### src/rtl/ball_motion_engine_if.sv
// ---------------------------------------------------------------------------
// ball_motion_engine_if
//   Groups the frame-level control inputs and the ball state outputs of the
//   ball motion engine. Clock and reset stay outside the bundle.
//
//   master : game/test side; drives vSync, paddleY, serve, serveUp and
//            observes the ball outputs.
//   slave  : the engine; consumes the controls and drives the ball outputs.
//
//   Signals
//     vSync       vertical sync from the sync generator (pixel-clock domain)
//     paddleY     top y of the right paddle
//     serve       level request to launch the ball from IDLE
//     serveUp     launch direction: 1 = up, 0 = down
//     ballX/ballY ball top-left corner
//     ballVisible ball drawn by the renderer
//     state       00 IDLE, 01 RUN, 10 MISS
//     hitPulse    one-cycle paddle hit event
//     missPulse   one-cycle miss event
//     hitCount    paddle hits since last serve, saturating
// ---------------------------------------------------------------------------
interface ball_motion_engine_if;
    logic       vSync;
    logic [9:0] paddleY;
    logic       serve;
    logic       serveUp;
    logic [9:0] ballX;
    logic [9:0] ballY;
    logic       ballVisible;
    logic [1:0] state;
    logic       hitPulse;
    logic       missPulse;
    logic [7:0] hitCount;

    modport master (
        output vSync, paddleY, serve, serveUp,
        input  ballX, ballY, ballVisible, state, hitPulse, missPulse, hitCount
    );

    modport slave (
        input  vSync, paddleY, serve, serveUp,
        output ballX, ballY, ballVisible, state, hitPulse, missPulse, hitCount
    );
endinterface

### src/rtl/ball_motion_engine.sv
// ---------------------------------------------------------------------------
// ball_motion_engine
//   Game-logic stage feeding the VGA renderer. Once per frame (rising edge of
//   vSync) the ball is moved, bounced off the top/bottom/left borders and the
//   right paddle, and a miss is flagged when it reaches the right border.
//
//   Ports
//     inClock  pixel clock, all logic on its rising edge
//     reset    synchronous, active-high
//     bus      ball_motion_engine_if.slave (controls in, ball state out)
//
//   Every output is a register; a frame update is visible the cycle after
//   the tick cycle. Only the event pulses change on non-tick cycles (they
//   clear).
// ---------------------------------------------------------------------------
module ball_motion_engine #(
    parameter int H_VISIBLE   = 1024,
    parameter int V_VISIBLE   = 768,
    parameter int BORDER      = 16,
    parameter int BALL_SIZE   = 16,
    parameter int PADDLE_X    = 976,
    parameter int PADDLE_H    = 96,
    parameter int SPEED_X     = 4,
    parameter int SPEED_Y     = 3,
    parameter int SERVE_X     = 504,
    parameter int SERVE_Y     = 376,
    parameter int MISS_FRAMES = 60
) (
    input  logic                 inClock,
    input  logic                 reset,
    ball_motion_engine_if.slave  bus
);

    localparam int CNT_W = $clog2(MISS_FRAMES);

    // Motion arithmetic runs in 12-bit signed so that a step past 0 or past
    // 1023 is seen as such instead of wrapping inside the 10-bit position.
    localparam logic signed [11:0] SPD_X  = 12'(SPEED_X);
    localparam logic signed [11:0] SPD_Y  = 12'(SPEED_Y);
    localparam logic signed [11:0] BRD_S  = 12'(BORDER);
    localparam logic signed [11:0] BS_S   = 12'(BALL_SIZE);
    localparam logic signed [11:0] PX_S   = 12'(PADDLE_X);
    localparam logic signed [11:0] XLIM_S = 12'(H_VISIBLE - BORDER);
    localparam logic signed [11:0] YLIM_S = 12'(V_VISIBLE - BORDER);

    localparam logic [9:0] X_LEFT   = 10'(BORDER);
    localparam logic [9:0] X_PADDLE = 10'(PADDLE_X - BALL_SIZE);
    localparam logic [9:0] X_RIGHT  = 10'(H_VISIBLE - BORDER - BALL_SIZE);
    localparam logic [9:0] Y_TOP    = 10'(BORDER);
    localparam logic [9:0] Y_BOTTOM = 10'(V_VISIBLE - BORDER - BALL_SIZE);

    typedef enum logic [1:0] {
        S_IDLE = 2'b00,
        S_RUN  = 2'b01,
        S_MISS = 2'b10,
        S_BAD  = 2'b11
    } state_t;

    state_t           st;
    logic [9:0]       ball_x;
    logic [9:0]       ball_y;
    logic             vx_neg;      // direction only; magnitudes are fixed
    logic             vy_neg;
    logic [7:0]       hit_count;
    logic [CNT_W-1:0] miss_cnt;
    logic             vsync_q;
    logic             hit_pulse;
    logic             miss_pulse;
    logic             visible;

    logic tick;
    assign tick = bus.vSync & ~vsync_q;

    // ------------------------------------------------------------------
    // RUN-state candidate update, resolved per axis from current values.
    // ------------------------------------------------------------------
    logic signed [11:0] nx, ny;
    logic [10:0]        y_ext, p_ext, x_ext;
    logic               overlap, crossing, run_hit, run_miss;
    logic [9:0]         run_x, run_y;
    logic               run_vx_neg, run_vy_neg;

    always_comb begin
        nx = $signed({2'b00, ball_x}) + (vx_neg ? -SPD_X : SPD_X);
        ny = $signed({2'b00, ball_y}) + (vy_neg ? -SPD_Y : SPD_Y);

        // Paddle tests use the pre-update y and 11 bits so paddleY+PADDLE_H
        // near the bottom of the range cannot wrap.
        y_ext   = {1'b0, ball_y};
        p_ext   = {1'b0, bus.paddleY};
        x_ext   = {1'b0, ball_x};
        overlap = (y_ext + 11'(BALL_SIZE) > p_ext) &&
                  (y_ext < p_ext + 11'(PADDLE_H));
        // Hit only when the leading edge crosses PADDLE_X this frame; a ball
        // already behind the paddle face can only go on to miss.
        crossing = !vx_neg &&
                   (x_ext + 11'(BALL_SIZE) <= 11'(PADDLE_X)) &&
                   (nx + BS_S > PX_S);

        run_y      = ny[9:0];
        run_vy_neg = vy_neg;
        if (ny < BRD_S) begin
            run_y      = Y_TOP;
            run_vy_neg = 1'b0;
        end else if (ny + BS_S > YLIM_S) begin
            run_y      = Y_BOTTOM;
            run_vy_neg = 1'b1;
        end

        run_x      = nx[9:0];
        run_vx_neg = vx_neg;
        run_hit    = 1'b0;
        run_miss   = 1'b0;
        if (nx < BRD_S) begin
            run_x      = X_LEFT;
            run_vx_neg = 1'b0;
        end else if (crossing && overlap) begin
            run_x      = X_PADDLE;
            run_vx_neg = 1'b1;
            run_hit    = 1'b1;
        end else if (nx + BS_S > XLIM_S) begin
            run_x      = X_RIGHT;
            run_miss   = 1'b1;
        end
    end

    // ------------------------------------------------------------------
    // State machine and all registered outputs.
    // ------------------------------------------------------------------
    always_ff @(posedge inClock) begin
        if (reset) begin
            st         <= S_IDLE;
            ball_x     <= 10'(SERVE_X);
            ball_y     <= 10'(SERVE_Y);
            vx_neg     <= 1'b0;
            vy_neg     <= 1'b1;
            hit_count  <= '0;
            miss_cnt   <= '0;
            vsync_q    <= 1'b0;
            hit_pulse  <= 1'b0;
            miss_pulse <= 1'b0;
            visible    <= 1'b0;
        end else begin
            vsync_q    <= bus.vSync;
            hit_pulse  <= 1'b0;
            miss_pulse <= 1'b0;
            case (st)
                S_IDLE: begin
                    if (tick && bus.serve) begin
                        st        <= S_RUN;
                        visible   <= 1'b1;
                        vx_neg    <= 1'b0;
                        vy_neg    <= bus.serveUp;
                        hit_count <= '0;
                    end
                end
                S_RUN: begin
                    if (tick) begin
                        ball_x <= run_x;
                        ball_y <= run_y;
                        vx_neg <= run_vx_neg;
                        vy_neg <= run_vy_neg;
                        if (run_hit) begin
                            hit_pulse <= 1'b1;
                            if (hit_count != 8'hFF)
                                hit_count <= hit_count + 8'd1;
                        end
                        if (run_miss) begin
                            st         <= S_MISS;
                            miss_pulse <= 1'b1;
                            miss_cnt   <= '0;
                        end
                    end
                end
                S_MISS: begin
                    // Ball stays frozen at the right border while the miss
                    // is shown, then returns to the serve spot.
                    if (tick) begin
                        if (miss_cnt == CNT_W'(MISS_FRAMES - 1)) begin
                            st      <= S_IDLE;
                            visible <= 1'b0;
                            ball_x  <= 10'(SERVE_X);
                            ball_y  <= 10'(SERVE_Y);
                        end else begin
                            miss_cnt <= miss_cnt + 1'b1;
                        end
                    end
                end
                default: begin
                    st      <= S_IDLE;
                    visible <= 1'b0;
                    ball_x  <= 10'(SERVE_X);
                    ball_y  <= 10'(SERVE_Y);
                end
            endcase
        end
    end

    assign bus.ballX       = ball_x;
    assign bus.ballY       = ball_y;
    assign bus.ballVisible = visible;
    assign bus.state       = st;
    assign bus.hitPulse    = hit_pulse;
    assign bus.missPulse   = miss_pulse;
    assign bus.hitCount    = hit_count;

endmodule

### src/flat_wrapper.sv
// flat-port wrapper written by rule: the top's interface ports become plain ports
module ball_motion_engine_flat 
#(
    parameter int H_VISIBLE   = 1024,
    parameter int V_VISIBLE   = 768,
    parameter int BORDER      = 16,
    parameter int BALL_SIZE   = 16,
    parameter int PADDLE_X    = 976,
    parameter int PADDLE_H    = 96,
    parameter int SPEED_X     = 4,
    parameter int SPEED_Y     = 3,
    parameter int SERVE_X     = 504,
    parameter int SERVE_Y     = 376,
    parameter int MISS_FRAMES = 60
)
  (inClock, reset, bus_vSync, bus_paddleY, bus_serve, bus_serveUp, bus_ballX, bus_ballY, bus_ballVisible, bus_state, bus_hitPulse, bus_missPulse, bus_hitCount);
  ball_motion_engine_if bus_i ();
  input  logic inClock;
  input  logic reset;
  input wire logic [$bits(bus_i.vSync)-1:0] bus_vSync;
  input wire logic [$bits(bus_i.paddleY)-1:0] bus_paddleY;
  input wire logic [$bits(bus_i.serve)-1:0] bus_serve;
  input wire logic [$bits(bus_i.serveUp)-1:0] bus_serveUp;
  output wire logic [$bits(bus_i.ballX)-1:0] bus_ballX;
  output wire logic [$bits(bus_i.ballY)-1:0] bus_ballY;
  output wire logic [$bits(bus_i.ballVisible)-1:0] bus_ballVisible;
  output wire logic [$bits(bus_i.state)-1:0] bus_state;
  output wire logic [$bits(bus_i.hitPulse)-1:0] bus_hitPulse;
  output wire logic [$bits(bus_i.missPulse)-1:0] bus_missPulse;
  output wire logic [$bits(bus_i.hitCount)-1:0] bus_hitCount;
  assign bus_i.vSync = bus_vSync;
  assign bus_i.paddleY = bus_paddleY;
  assign bus_i.serve = bus_serve;
  assign bus_i.serveUp = bus_serveUp;
  assign bus_ballX = bus_i.ballX;
  assign bus_ballY = bus_i.ballY;
  assign bus_ballVisible = bus_i.ballVisible;
  assign bus_state = bus_i.state;
  assign bus_hitPulse = bus_i.hitPulse;
  assign bus_missPulse = bus_i.missPulse;
  assign bus_hitCount = bus_i.hitCount;
  ball_motion_engine #(.H_VISIBLE(H_VISIBLE), .V_VISIBLE(V_VISIBLE), .BORDER(BORDER), .BALL_SIZE(BALL_SIZE), .PADDLE_X(PADDLE_X), .PADDLE_H(PADDLE_H), .SPEED_X(SPEED_X), .SPEED_Y(SPEED_Y), .SERVE_X(SERVE_X), .SERVE_Y(SERVE_Y), .MISS_FRAMES(MISS_FRAMES)) u_core (.inClock(inClock), .reset(reset), .bus(bus_i));
endmodule
### config.mk
export PLATFORM = sky130hd
export DESIGN_NAME = ball_motion_engine_flat
export DESIGN_NICKNAME = d
export VERILOG_FILES = /design/src/rtl/ball_motion_engine_if.sv /design/src/rtl/ball_motion_engine.sv /design/src/flat_wrapper.sv
export SDC_FILE = /design/constraint.sdc
export NUM_CORES = 1
export LEC_CHECK = 0
export ABC_AREA = 1
export BUFFER_PORTS_ARGS = -buffer_cell sky130_fd_sc_hd__clkbuf_2
export CELL_PAD_IN_SITES_DETAIL_PLACEMENT = 1
export CELL_PAD_IN_SITES_GLOBAL_PLACEMENT = 1
export CORE_ASPECT_RATIO = 0.75
export CORE_MARGIN = 4
export CORE_UTILIZATION = 42
export CTS_BUF_LIST = sky130_fd_sc_hd__clkbuf_4 sky130_fd_sc_hd__clkbuf_8 sky130_fd_sc_hd__clkbuf_16
export CTS_CLUSTER_DIAMETER = 100
export CTS_CLUSTER_SIZE = 16
export DETAILED_ROUTE_END_ITERATION = 8
export MAX_ROUTING_LAYER = met4
export PLACE_DENSITY = 0.82
export SLEW_MARGIN = 20
export SYNTH_ARGS = -nofsm -noshare
export SYNTH_HDL_FRONTEND = slang
export SYNTH_SLANG_ARGS = --single-unit
export TNS_END_PERCENT = 50
### constraint.sdc
create_clock -name inClock -period 3.65 [get_ports inClock]
set_clock_uncertainty 0.1 [all_clocks]
set_input_delay 0.1825 -clock inClock [delete_from_list [all_inputs] [get_ports inClock]]
set_output_delay 0.1825 -clock inClock [all_outputs]
set_load 0.03 [all_outputs]
==> flow_metrics.env <==
export IMPL_route_detailed_wl_per_inst_um=15.49
export IMPL_cts_buffer_depth=2
export IMPL_overflow=0
export IMPL_dp_hpwl_um=9965
export IMPL_multi_input_area_mm2=0.002744
export IMPL_final_util_pct=49.26
export IMPL_synth_main_ff_cell="dfxtp_1"
export IMPL_vias_per_cell=5.347
export IMPL_instances_no_fill=807
export IMPL_finalHoldViolations=0
export IMPL_core_area_mm2=0.009121
export IMPL_r2r_start="u_core.bus.ballY[5]"
export IMPL_antenna_found_initial=0
export IMPL_worst_ep_arrival_time_ns=3.27
export IMPL_cp_num_buf_inv=1
export IMPL_seq_power_share_pct=23.4
export IMPL_synthDistinctLibCells=40
export IMPL_p_clk_share_pct=22.7
export IMPL_dr_pass1_iters=4
export IMPL_r2r_setup_slack_ns=0.42
export IMPL_port_buffers=45
export IMPL_initial_utilization_pct=43.57
export IMPL_p_sw_mw=1.041
export IMPL_syn_inst=634
export IMPL_intPower_mw=1.170
export IMPL_fin_tns_setup_ns=0
export IMPL_max_slew_worst_pin_slew_ns=0.8428
export IMPL_worstReg2RegEnd="u_core.bus.hitCount[6]"
export IMPL_syn_to_final_growth_pct=13.07
export IMPL_die_w_um=120.3
export IMPL_synth_ff_latch_count=40
export IMPL_hold_path_end="u_core.vsync_q"
export IMPL_crit_chain="ha_1 > nand3_1 > xor2_1 > inv_1 > ha_1 > nand2_1 > nor2_1 > nand3_1 > nand2_1 > nand3_1 > a21oi_2 > nand3_4 > o21bai_4 > nand2_1 > nand2_1 > a21oi_1"
export IMPL_numCtsBuffers=5
export IMPL_worst_setup_path_type="flop to flop"
export IMPL_ios=48
export IMPL_fillers=1309
export IMPL_cts_tree="built"
export IMPL_cp_slowest_cell="dfxtp_1"
export IMPL_rsz0062_at_grt="false"
export IMPL_htree_levels=2
export IMPL_die_y_um=92.24
export IMPL_ant_nets=0
export IMPL_power_density_mw_per_mm2=492.2
export IMPL_crit_family="simple AND/OR/NAND/NOR gates"
export IMPL_cp_common_cell="nand2_1"
export IMPL_cts_root_buf="clkbuf_16"
export IMPL_dp_cells=799
export IMPL_rr_worst_depth=16
export IMPL_grt_use_total_pct=23.65
export IMPL_synthTopCellsByArea="dfxtp_1, nand2_1, ha_1, nand3_1, inv_1"
export IMPL_cts_sinks=40
export IMPL_hold_depth=3
export IMPL_die_area_mm2=0.01110
export IMPL_synth_commonest_cells="nand2_1, inv_1, nand3_1"
export IMPL_crit_fanout=11
export IMPL_drc=0
export IMPL_status="finished clean"
export IMPL_slew_headroom_pct=43.64
export IMPL_synth_top_area_share_pct=20.15
export IMPL_routed_via_count=4315
export IMPL_drv_slew=0
export IMPL_ys_seq_area_share_pct=20.15
export IMPL_power_leakage_nw=2.264
export IMPL_cts_repair_resized=0
export IMPL_cp_start_kind="flop"
export IMPL_required_ns=3.69
export IMPL_rows=30
export IMPL_critPathMaxStageDelay_ns=0.52
export IMPL_wirelength_um=12500
export IMPL_endpoint_kind="flop"
export IMPL_syn_cell_area_mm2=0.003974
export IMPL_grt_pass1_vias=4518
export IMPL_setup_violations=0
export IMPL_grt_first_pass_wirelength_um=21180
export IMPL_cts_hold_buf=0
export IMPL_ys_warn_count=0
export IMPL_ir_drop_mv=0.2732
export IMPL_synth_edff_count=0
export IMPL_min_path_type="input pin to flop"
export IMPL_swShare_pct=47.09
export IMPL_synth_area_leader_cell="dfxtp_1"
export IMPL_drt_iter0_drc=219
export IMPL_max_cap_viol_count=0
export IMPL_period_share_pct=88.42
export IMPL_postCtsSetupBuffers=0
export IMPL_period_minus_slack_ns=3.227
export IMPL_pwr_share_comb_pct=53.9
export IMPL_post_route_cells_drive_above_1_share_pct=11.49
export IMPL_fmax_mhz=309.8
export IMPL_fin_nets=737
export IMPL_gp_congestion=0.9313
export IMPL_syn_area_per_cell_um2=6.268
export IMPL_grt_start_max_net_pins=29
export IMPL_n_antenna_cell=0
export IMPL_seqCellArea_um2=802.0
export IMPL_synthArstFlopShare_pct=0
export IMPL_holdCritStartpoint="bus_vSync"
export IMPL_yosysMostFrequentCell="nand2_1"
export IMPL_clk_pin_slew_ns=0.06
export IMPL_clk_latency_ns=0.28
-- per-layer routing --
layer	up-vias	GRT usage, %	part of all wire, %
li1	2156	-	-
met2	64	39.55	47
met4	0	5.189	1.4
met1	2079	31.03	49
met3	16	2.528	2.3
met5	-	-	0
-- worst register-to-register path, delay by kind of cell, from the launching register on --
| kind | cells | cell delay (ns) |
|---|---|---|
| xor gates and xnor gates | 1 | 0.17 |
| buffers and inverters | 1 | 0.06 |
| DFF | 1 | 0.52 |
| adders and majority gates | 2 | 0.57 |
| and+or+nand+nor | 9 | 1.12 |
| AOI/OAI and AO/OA | 3 | 0.54 |
-- metrics by stage --
step	area, um^2	total power, mW	hold WS (ns)	setup slack [ns]
3_3_place_gp	4324	1.650	0.3204	0.4850
2_1_floorplan	3978	1.415	0.2184	0.9259
5_1_grt	4493	2.405	0.05277	0.1081
4_1_cts	4492	2.217	0.03869	0.2752
3_5_place_dp	4324	1.704	0.3296	0.2882
6_report	4493	2.212	0.04203	0.4226
-- flip-flops by register name, summed over array words and instances, names as in the netlist --
signal,count
u_core.vsync_q,1
u_core.bus.hitCount,8
u_core.bus.ballY,10
u_core.vy_neg,1
u_core.bus.hitPulse,1
u_core.bus.state,2
u_core.bus.missPulse,1
u_core.bus.ballVisible,1
u_core.miss_cnt,6
u_core.bus.ballX,8
u_core.vx_neg,1
-- cells in the final DEF, fill, tap and decap left out, types with 3 or more instances in the layout --
| master | instances |
|---|---|
| clkbuf_16 | 5 |
| nand3_2 | 3 |
| a21oi_1 | 56 |
| or2_2 | 3 |
| nor2_1 | 49 |
| xnor2_1 | 6 |
| nor4_1 | 3 |
| inv_1 | 92 |
| xor2_1 | 16 |
| nand3_1 | 74 |
| nand2_2 | 4 |
| nand3b_1 | 3 |
| clkbuf_2 | 45 |
| nand4_1 | 11 |
| dfxtp_1 | 39 |
| ha_1 | 42 |
| o21ai_0 | 26 |
| nand2_1 | 160 |
| o211ai_1 | 3 |
| nor3_1 | 5 |
| buf_4 | 5 |
-- power by group through the flow --
stage | registers (mW) | logic, mW | clock network (mW)
final | 0.517 | 1.19 | 0.502
after global routing | 0.521 | 1.35 | 0.530
after CTS | 0.516 | 1.19 | 0.510
after detailed placement | 0.526 | 1.18 | 0
after global placement | 0.523 | 1.13 | 0
after floorplan | 0.553 | 0.862 | 0
-- cells by family after synthesis --
logic type	after synthesis	synth area share [%]
buffers and inverters	109	10.89
adders and majority gates	44	14.23
and+or+nand+nor	322	36.24
other	1	0.09437
AOI/OAI and AO/OA	95	13.13
DFF	40	20.15
xor gates and xnor gates	23	5.258
-- how the worst max path moves through the flow --
stage                             endpoint                start  slack (ns)  cells past startpoint
floorplan           u_core.bus.hitCount[0]  u_core.bus.ballY[4]        0.93                     17
global placement    u_core.bus.hitCount[6]        u_core.vx_neg        0.49                     17
detailed placement  u_core.bus.hitCount[6]        u_core.vx_neg        0.29                     17
CTS                 u_core.bus.hitCount[6]        u_core.vx_neg        0.28                     17
global route        u_core.bus.hitCount[6]  u_core.bus.ballY[4]        0.11                     16
finish              u_core.bus.hitCount[6]  u_core.bus.ballY[5]        0.42                     16
-- area by class of cell --
type	instances	share of cell area, %
multi-input combinational	486	61.07
sequential	40	17.85
inverter	95	7.937
timing repair buffer	50	5.848
tap	128	3.564
clock buffer	6	2.952
clock inverter	2	0.7797
Power figures use the tool's default switching activity.
